===== config.mk =====
export PLATFORM = sky130hd
export DESIGN_NAME = shift_ram_sweep
export DESIGN_NICKNAME = d
export VERILOG_FILES = /design/src/rtl/shift_ram_sweep.sv
export SDC_FILE = /design/constraint.sdc
export NUM_CORES = 1
export LEC_CHECK = 0
export ABC_AREA = 1
export CAP_MARGIN = 20
export CORE_ASPECT_RATIO = 0.5
export CORE_MARGIN = 2
export CORE_UTILIZATION = 40
export CTS_BUF_LIST = sky130_fd_sc_hd__clkbuf_16
export CTS_CLUSTER_SIZE = 40
export DETAILED_ROUTE_END_ITERATION = 8
export PLACE_DENSITY = 0.62
export SETUP_SLACK_MARGIN = 0.4
export SLEW_MARGIN = 0
export SYNTH_ARGS = -nofsm -noshare
export SYNTH_HDL_FRONTEND = slang
export SYNTH_SLANG_ARGS = --single-unit
export TNS_END_PERCENT = 100

===== constraint.sdc =====
create_clock -name clk -period 8.1 [get_ports clk]
set_clock_uncertainty 0.15 [all_clocks]
set_input_delay 1.215 -clock clk [delete_from_list [all_inputs] [get_ports clk]]
set_output_delay 1.215 -clock clk [all_outputs]
set_load 0.005 [all_outputs]

===== src/rtl/shift_ram_sweep.sv =====
// RAM-backed delay line for the correlator front end: each accepted sample is
// stored in a circular RAM, and the full history is then swept out newest-first.
module shift_ram_sweep #(
    parameter int DW = 8,
    parameter int AW = 6
) (
    input  logic          clk,
    input  logic          rst,
    input  logic          clr,
    input  logic [DW-1:0] din,
    input  logic          sin,
    output logic [DW-1:0] dout,
    output logic          sout,
    output logic [DW-1:0] dshift,
    output logic          dshift_valid,
    output logic [AW-1:0] lag,
    output logic          first,
    output logic          last,
    output logic          busy,
    output logic          overrun
);

    localparam int unsigned   DEPTH    = 2 ** AW;
    localparam logic [AW-1:0] LAST_IDX = '1;

    typedef enum logic [1:0] {
        IDLE,
        SWEEP,
        DRAIN,
        CLEAR
    } state_t;

    state_t        state, state_nxt;
    logic [DW-1:0] mem [DEPTH];

    logic [AW-1:0] wp, wp_nxt;
    logic [AW-1:0] base, base_nxt;
    // Shared counter: read lag while sweeping, clear address while clearing.
    logic [AW-1:0] cnt, cnt_nxt;

    logic          accept;
    logic          drop;
    logic          mem_we;
    logic [AW-1:0] mem_waddr;
    logic [DW-1:0] mem_wdata;
    logic          rd_en;
    logic [AW-1:0] rd_addr;
    logic [DW-1:0] ram_q;
    logic          out_valid;
    logic [AW-1:0] out_lag;

    always_comb begin
        state_nxt = state;
        wp_nxt    = wp;
        base_nxt  = base;
        cnt_nxt   = cnt;
        accept    = 1'b0;
        mem_we    = 1'b0;
        mem_waddr = wp;
        mem_wdata = din;
        rd_en     = 1'b0;
        rd_addr   = base - cnt;

        case (state)
            IDLE: begin
                if (clr) begin
                    state_nxt = CLEAR;
                    wp_nxt    = '0;
                    cnt_nxt   = '0;
                end else if (sin) begin
                    accept    = 1'b1;
                    mem_we    = 1'b1;
                    base_nxt  = wp;
                    wp_nxt    = wp + 1'b1;
                    cnt_nxt   = '0;
                    state_nxt = SWEEP;
                end
            end
            SWEEP: begin
                if (clr) begin
                    state_nxt = CLEAR;
                    wp_nxt    = '0;
                    cnt_nxt   = '0;
                end else begin
                    rd_en   = 1'b1;
                    cnt_nxt = cnt + 1'b1;
                    if (cnt == LAST_IDX) begin
                        state_nxt = DRAIN;
                    end
                end
            end
            DRAIN: begin
                if (clr) begin
                    state_nxt = CLEAR;
                    wp_nxt    = '0;
                    cnt_nxt   = '0;
                end else begin
                    state_nxt = IDLE;
                end
            end
            CLEAR: begin
                mem_we    = 1'b1;
                mem_waddr = cnt;
                mem_wdata = '0;
                cnt_nxt   = cnt + 1'b1;
                if (cnt == LAST_IDX) begin
                    state_nxt = IDLE;
                end
            end
            default: state_nxt = IDLE;
        endcase
    end

    // A strobe is lost when the block is busy, or when clr wins in IDLE.
    assign drop = sin && ((state != IDLE) || clr);

    always_ff @(posedge clk) begin
        if (rst) begin
            state     <= IDLE;
            wp        <= '0;
            base      <= '0;
            cnt       <= '0;
            dout      <= '0;
            sout      <= 1'b0;
            overrun   <= 1'b0;
            out_valid <= 1'b0;
            out_lag   <= '0;
        end else begin
            state     <= state_nxt;
            wp        <= wp_nxt;
            base      <= base_nxt;
            cnt       <= cnt_nxt;
            sout      <= accept;
            overrun   <= drop;
            out_valid <= rd_en;
            if (accept) begin
                dout <= din;
            end
            if (rd_en) begin
                out_lag <= cnt;
            end
        end
    end

    // RAM contents are deliberately not reset so this maps onto block RAM.
    always_ff @(posedge clk) begin
        if (mem_we && !rst) begin
            mem[mem_waddr] <= mem_wdata;
        end
        if (rd_en) begin
            ram_q <= mem[rd_addr];
        end
    end

    assign busy         = (state != IDLE);
    assign dshift_valid = out_valid;
    assign dshift       = out_valid ? ram_q : '0;
    assign lag          = out_valid ? out_lag : '0;
    assign first        = out_valid && (out_lag == '0);
    assign last         = out_valid && (out_lag == LAST_IDX);

endmodule

==> flow_summary.toml, run 1 <==
[status]
status = "completed"

[finish]
fin_nets = 2401
antennaDiodeCount = 0
syn2layout_area_growth_pct = 12.1
drive_gt1_share_pct = 4.51

[setup_path]
r2r_start = "state[0]"
reg2reg_setup_slack_ns = 3.74
arrival_ns = 4.94
required_ns = 8.16
end_kind = "flop"
crit_type = "primary input to flop"
rr_endpoint = "mem[53][6]"
reg2regPathDepth = 8
path_max_fanout = 27
critPathLaunchType = "primary input"

[logic_synthesis]
synth_nets = 2400
yosys.area_share.simple_pct = 23.3
synth_xor_area_share_pct = 0.214
ys_seq_area_share_pct = 68.2
ys_warn_count = 0
netlist_area_mm2 = 0.0240
synth_adder_area_share_pct = 0.710
syn_inst = 2375
synth_mux_area_share_pct = 0
synth_top_family_by_area = "simple AND/OR/NAND/NOR gates"
syn_avg_cell_area_um2 = 10.1
ys_ff_latch = 557
synth_cell_type_count = 30
synth-compound-area-share_pct = 1.64

[power]
power_uw = 8940
p_leak_uw = 0.0107
p_per_area_mw_per_mm2 = 332
ir_drop_uv = 223

[sta]
setup-violations-final = 0
hold-worst-slack_ns = 0.361
hold_viol = 0
fin_crit_ns = 4.88
slew_headroom_pct = 24.2
period_share_pct = 60.2
drv_slew = 0
timing_worst_slew_pin_value_ns = 1.13
fmax_mhz = 205
rsz0062_at_grt = "false"
setup_tns_ns = 0

[cts]
path_clk_slew_ns = 0.06
postCtsHoldBufs = 0
cts_setup_buffers = 0
insertion_delay_ns = 0.59
cts_buffer_depth = 3
h-tree-depth = 2
cts_root_buf = "clkbuf_16"
postCtsResizedCells = 0
cts_tree = "built"
cts.sinks = 557
cts_made_buffers = 53

[global_route]
antenna_found_initial = 1
grt_overflow = 0
track_usage_pct = 20.3
grt_max_degree = 173
grt_pass1_vias = 15800
grt_pass1_wl_um = 94800

[worst_hold_path]
min_delay_worst_endpoint = "out_lag[2]"
hold_depth = 2
hold_start = "out_lag[2]"
hold_path_class = "flop to flop"

[placement]
place_hpwl_um = 36700
io_buffers = 39
gp_congestion = 0.838

[routing]
drcViolationCount = 0
num_vias = 16400
ant_nets = 0
dr.pass1.iters = 6
first_iter_violations = 1933
routedWlPerCell_um = 19.4
wl_um = 62800
viasPerCell = 5.07

[floorplanning]
row_count = 63
core_mm2 = 0.0592
dieArea_mm2 = 0.0620
fp.dieH_um = 177
die_w_um = 350
io_pins = 40
start_util_pct = 40.5

[job]
max_cap_viol_count = 0
==> power by group <==
group / total (µW) / leakage [µW] / switching (µW) / internal (µW)
clock: 2430 / 0.000871 / 1050 / 1370
sequential: 3370 / 0.00499 / 36.6 / 3330
combinational: 3140 / 0.00489 / 2330 / 805
total: 8940 / 0.0107 / 3420 / 5510
==> worst max-delay path: stages <==
cell,delay (ns)
clkdlybuf4s50_1,0.45
inv_2,0.10
nand2_1,0.11
nor2_4,0.43
inv_1,0.24
a211oi_4,0.45
nand4_1,0.97
nor2_1,0.95
==> cells by family (layout without fill, tap and decap cells) <==
family                     after synthesis  in the layout
and+or+nand+nor                       1360           1360
xor gates and xnor gates                 5              5
DFF                                    557            557
adders and majority gates               13             13
AOI/OAI and AO/OA                       71             71
buffers and inverters                  369            411
==> flip-flops by register name (all words and copies together), names as in the netlist <==
name          flops
dout              8
out_lag           6
mem             512
state             2
sout              1
cnt               6
dshift_valid      1
wp                6
overrun           1
base              6
ram_q             8
==> layer usage <==
metal | share of wire (%) | wire, µm | track usage, % | up-vias
met1 | 44 | 27800 | 29.4 | 7735
met3 | 9.0 | 5670 | 3.84 | 100
met4 | 2.5 | 1580 | 5.91 | 0
li1 | - | - | - | 7829
met5 | 0 | 0 | 0 | -
met2 | 44 | 27700 | 31.3 | 718
==> through the flow <==
step | setup WS (ns) | util [%] | instance area (µm²) | cells
2_1_floorplan | 4.68 | - | 24000 | 2375
3_3_place_gp | 2.76 | 42.5 | 25200 | 3129
3_5_place_dp | 2.71 | 42.5 | 25200 | 3130
4_1_cts | 3.24 | 45.3 | 26800 | 3226
5_1_grt | 3.01 | 45.4 | 26900 | 3229
6_report | 3.22 | 45.4 | 26900 | 3229
==> worst max path at each step <==
stage | from | endpoint | slack (ns)
4_1_cts | clr | mem[26][1] | 3.24
3_3_place_gp | clr | mem[35][0] | 2.76
6_report | clr | mem[53][6] | 3.22
3_5_place_dp | clr | mem[52][4] | 2.71
5_1_grt | clr | mem[12][0] | 3.01
2_1_floorplan | din[0] | mem[0][0] | 4.68
==> layout make-up <==
class | count | area, µm²
clock buffer | 53 | 1330
clock inverter | 43 | 343
fill | 5529 | 32300
inverter | 255 | 965
multi-input combinational | 1449 | 6280
sequential | 557 | 16400
tap | 812 | 1020
timing repair buffer | 60 | 591
==> cell usage after synthesis (all sizes together) <==
| master | number | share of area (%) |
|---|---|---|
| nand2 | 905 | 14 |
| nor3 | 6 | 0.13 |
| dfxtp | 37 | 3.1 |
| inv | 254 | 4.0 |
| a211oi | 6 | 0.24 |
| nor4 | 1 | 0.026 |
| xnor2 | 3 | 0.14 |
| nand3 | 339 | 7.1 |
| ha | 12 | 0.63 |
| nand3b | 2 | 0.063 |
| o211ai | 2 | 0.063 |
| clkinv | 1 | 0.016 |
| o21ai | 32 | 0.67 |
| edfxtp | 520 | 65 |
| xor2 | 2 | 0.073 |
| a221oi | 1 | 0.037 |
| nand4 | 11 | 0.29 |
| o21a | 1 | 0.031 |
| nor3b | 1 | 0.031 |
| buf | 47 | 0.85 |
| nor2 | 95 | 1.5 |
| fa | 1 | 0.084 |
| a21oi | 29 | 0.61 |
| clkbuf | 67 | 1.0 |
==> cell usage in the layout, fill, tap and decap left out <==
master and count:
inv_2 2, inv_4 1, buf_4 16, clkinv_1 13, xor2_1 2, o21ai_1 1, xnor2_2 1, inv_6 1
nand2_1 904, ha_1 11, nor2_1 86, buf_12 1, clkdlybuf4s50_1 39, nand3b_1 2, fa_4 1, bufinv_16 6
ha_4 1, o21a_1 1, buf_8 4, clkinvlp_4 1, nor3_1 6, nand2_2 1, edfxtp_1 520, a211oi_1 5
nand4_1 11, a211oi_4 1, a21oi_1 29, nor2_4 9, clkinv_4 2, clkbuf_16 53, o211ai_1 2, nand3_1 339
inv_1 264, xnor2_1 2, o21ai_0 31, nor4_1 1, dfxtp_1 37, a221oi_1 1, nor3b_1 1, clkinv_2 8
(Power assumes the default switching activity.)
==> inputs of run 2 (changes only) <==
clock period = 4.6 ns   (was 8.1 ns; I/O delays follow)
==> run 2 against run 1 <==
Net effect:
- worst setup slack got worse by 2.1 ns
- global-route usage fell by 0.80 points
- core utilization rose by 0.21 points
- register-to-register slack got worse by 2.6 ns
- first-iteration DRC count fell by 13%
- die area did not move
- non-clock buffer count rose by 25
- design area rose by 0.46%
- clock power rose by 68%
- via count rose by 0.45%
- flip-flop and latch count did not move
- critical endpoint is now ram_q[5]
==> flow_summary.toml, run 2 (synthesis gave the netlist of run 1 again) <==
[cts]
h-tree-depth = 2
path_clk_slew_ns = 0.07
cts_tree = "built"
postCtsHoldBufs = 0
cts_setup_buffers = 0
insertion_delay_ns = 0.58
cts.sinks = 557
cts_root_buf = "clkbuf_16"
cts_buffer_depth = 3
cts_made_buffers = 51
postCtsResizedCells = 0

[global_route]
grt_overflow = 0
grt_pass1_wl_um = 91600
grt_util_met3_pct = 2.95
antenna_found_initial = 1
track_usage_pct = 19.5
top_usage_layer = "met2"
grt_max_degree = 159
grt_pass1_vias = 15500
use_met2_pct = 30.3
met1_usage_pct = 28.8

[sta]
slew_headroom_pct = 25.4
drv_slew = 0
rsz0062_at_grt = "false"
fmax_mhz = 287
hold_viol = 0
period_share_pct = 75.8
fin_crit_ns = 3.49
setup_tns_ns = 0
timing_worst_slew_pin_value_ns = 1.12
setup-violations-final = 0

[finish]
drive_gt1_share_pct = 5.34
antennaDiodeCount = 0
fillCellCount = 5467
largest-register = "mem"
final_common_cell = "nand2_1"
largest_reg_flops = 512
post-route-util_pct = 45.6
layout_common_cells = "nand2_1, edfxtp_1, nand3_1"
fin_nets = 2424
syn2layout_area_growth_pct = 12.7
reg_top3 = "mem x512, dout x8, ram_q x8"

[worst_hold_path]
hold_path_class = "flop to flop"
hold_depth = 2
hold_start = "out_lag[2]"
min_delay_worst_endpoint = "out_lag[2]"

[placement]
io_buffers = 39
gp_congestion = 0.861
place_hpwl_um = 36200

[routing]
routedWlPerCell_um = 18.6
viasPerCell = 5.07
num_vias = 16500
wl_um = 60300
dr.pass1.iters = 5
first_iter_violations = 1685
drcViolationCount = 0
ant_nets = 0

[setup_path]
r2r_start = "cnt[0]"
critPathLaunchType = "flop"
arrival_ns = 3.68
cpMostUsedCell = "nand2_1"
required_ns = 4.79
rr_endpoint = "ram_q[5]"
reg2regPathDepth = 13
setup.worst_path.start = "cnt[0]"
critPathSlowestCell = "fa_4"
reg2reg_setup_slack_ns = 1.11
path_max_fanout = 48
end_kind = "flop"
crit_type = "flop to flop"
critical_path.max_stage_delay_ns = 0.77
worstPathCellList = "ha_4 > fa_4 > inv_4 > buf_4 > nand3_1 > nand2_1 > nand2_1 > nand2_1 > nand2_1 > nand3_1 > nand2_1 > nand2_1 > nand2_1"

[floorplanning]
io_pins = 40
start_util_pct = 40.5
row_count = 63
dieArea_mm2 = 0.0620
core_mm2 = 0.0592
die_w_um = 350
fp.dieH_um = 177

[power]
power_uw = 15600
ir_drop_uv = 432
p_per_area_mw_per_mm2 = 578
p_leak_uw = 0.0108

[job]
max_cap_viol_count = 0

[status]
status = "completed"
## run 2: layer usage
metal	share of wire (%)	wire, µm	vias to the layer above
met5	0.022	13	-
met4	2.3	1370	2
met3	8.7	5250	86
met2	44	26700	653
met1	45	27000	7863
li1	-	-	7852
## run 2: critical path, delay by kind of cell (launching register included)
family	cells	cell delay [ns]
flops	1	0.47
buf+inv	2	0.80
fa+ha+maj	2	0.95
simple gates	9	0.81
## run 2: worst max-delay path by stage
stage / to / slack, ns / cells past startpoint
2_1_floorplan: mem[0][0] / 1.56 / 4
3_3_place_gp: mem[20][0] / 0.81 / 9
3_5_place_dp: mem[20][0] / 0.78 / 9
4_1_cts: ram_q[6] / 1.14 / 13
5_1_grt: ram_q[3] / 0.94 / 13
6_report: ram_q[5] / 1.11 / 13
## run 2: layout make-up
cell class                      instances  area (µm²)  share of cell area [%]
Sequential cell                       557       16400                    60.6
Timing Repair Buffer                   85         798                    2.96
Clock inverter                         36         259                   0.959
Tap cell                              812        1020                    3.76
Clock buffer                           53        1330                    4.91
Inverter                              255         965                    3.57
Multi-Input combinational cell       1449        6280                    23.3
## run 2: power by group
group,switching (µW),total [µW],internal [µW]
clock,1800,4090,2290
sequential,73.1,5940,5870
combinational,4080,5580,1500
total,5960,15600,9660
## run 2: through the flow
stage               hold WS, ns  instances  area, µm²  setup WS (ns)
floorplan                 0.308       2375      24000           1.56
global route              0.383       3247      27000          0.944
CTS                       0.353       3247      27000           1.14
global placement          0.346       3158      25400          0.814
finish                    0.353       3247      27000           1.11
detailed placement        0.344       3158      25400          0.784
==> inputs of run 3 (changes only) <==
PLACE_DENSITY = 0.64   (was 0.62)
clock period = 3 ns   (was 4.6 ns; I/O delays follow)
==> run 3 against run 2 <==
Net effect:
- wire length is 5.1% higher
- sequential share of layout area down 3.7 points
- maximum frequency is 17% higher
- first-iteration DRC count increased by 31%
- critical endpoint is now ram_q[6]
==> flow_summary.toml, run 3 (synthesis gave the netlist of run 1 again) <==
[sta]
slew_headroom_pct = 52.0
drv_slew = 0
hold_viol = 0
setup-violations-final = 0
setup_tns_ns = 0
fin_crit_ns = 2.98
fmax_mhz = 335
period_share_pct = 99.4
timing_worst_slew_pin_value_ns = 0.712
rsz0062_at_grt = "true"

[routing]
dr.pass1.iters = 8
first_iter_violations = 2211
viasPerCell = 5.09
ant_nets = 0
num_vias = 17100
routedWlPerCell_um = 18.8
drcViolationCount = 0
wl_um = 63400

[worst_hold_path]
hold_path_class = "primary input to flop"

[cts]
insertion_delay_ns = 0.59
cts_made_buffers = 52
cts.sinks = 557
path_clk_slew_ns = 0.07
cts_buffer_depth = 3
h-tree-depth = 2
postCtsHoldBufs = 0
cts_root_buf = "clkbuf_16"
cts_tree = "built"

[finish]
fin_nets = 2531
post-route-util_pct = 48.6
stdcell_count = 3362
syn2layout_area_growth_pct = 20.1
largest-register = "mem"
antennaDiodeCount = 0
regArea_mm2 = 0.0164
largest_reg_flops = 512
final_common_cell = "nand2_1"
layout_common_cells = "nand2_1, edfxtp_1, nand3_1"
multi_input_area_mm2 = 0.00645
reg_top3 = "mem x512, dout x8, ram_q x8"
fillCellCount = 5283
drive_gt1_share_pct = 11.8

[global_route]
grt_max_degree = 94
grt_util_met3_pct = 4.45
met1_usage_pct = 29.5
grt_overflow = 0
antenna_found_initial = 0
use_met2_pct = 31.4
top_usage_layer = "met2"
track_usage_pct = 20.4
grt_pass1_vias = 16200
grt_pass1_wl_um = 95200

[floorplanning]
start_util_pct = 40.5
fp.dieH_um = 177
die_w_um = 350
core_mm2 = 0.0592
row_count = 63
dieArea_mm2 = 0.0620
io_pins = 40

[setup_path]
required_ns = 3.20
end_kind = "flop"
critPathLaunchType = "flop"
arrival_ns = 3.18
path_max_fanout = 7
crit_type = "flop to flop"

[placement]
gp_congestion = 0.848
place_hpwl_um = 36500
io_buffers = 39
placed_cells = 3241

[job]
max_cap_viol_count = 0

[power]
p_leak_uw = 0.0118
power_uw = 26400
ir_drop_uv = 799
p_per_area_mw_per_mm2 = 916

[status]
status = "completed"
run 3: through the flow:
| step | instance area (µm²) | hold slack (ns) | worst slack [ns] |
|---|---|---|---|
| 6_report | 28800 | 0.336 | 0.0184 |
| 5_1_grt | 28800 | 0.369 | -0.0533 |
| 4_1_cts | 28600 | 0.328 | 0.127 |
| 3_5_place_dp | 26300 | 0.357 | 0.0286 |
| 3_3_place_gp | 26300 | 0.350 | 0.0621 |
| 2_1_floorplan | 24000 | 0.308 | -0.0353 |
run 3: what timing repair did:
action	4_1_cts	5_1_grt
cloned	10	3
setup endpoints to repair	521	461
resized for setup	45	33
buffers inserted	9	1
pin swaps	6	6
run 3: per-layer routing:
layer,vias to the layer above,part of all wire (%)
met4,0,1.7
li1,8096,-
met2,747,44
met3,97,10
met1,8170,44
met5,-,0
run 3: power by group:
| part | internal (µW) | switching (µW) |
|---|---|---|
| Clock | 3960 | 2910 |
| Sequential | 8990 | 99.8 |
| Combinational | 3490 | 6910 |
| Total | 16400 | 9930 |
run 3: cell type report:
cell class | count | area share, %
clock buffer | 54 | 4.69
clock inverter | 44 | 1.47
inverter | 255 | 3.37
multi-input combinational | 1449 | 22.4
sequential | 557 | 56.8
tap | 812 | 3.53
timing repair buffer | 191 | 7.68
run 3: worst max-delay path, stage by stage (launching register included):
cell	delay (ns)
dfxtp_2	0.33
inv_2	0.04
ha_4	0.16
fa_4	0.93
buf_12	0.17
buf_12	0.12
clkbuf_16	0.16
nand3_1	0.08
nand3_1	0.10
nand3_2	0.14
nand3_1	0.12
nand2_1	0.08
nand2_2	0.08
nand2_1	0.07
run 3: final timing paths:
kind              endpoint  slack [ns]     from  cells after the start
setup / recovery  ram_q[6]        0.02  base[0]                     13
hold / removal     dout[1]        0.34   din[1]                      3
setup reg to reg  ram_q[6]        0.02  base[0]                     13
hold reg to reg      wp[4]        0.37    wp[4]                      2
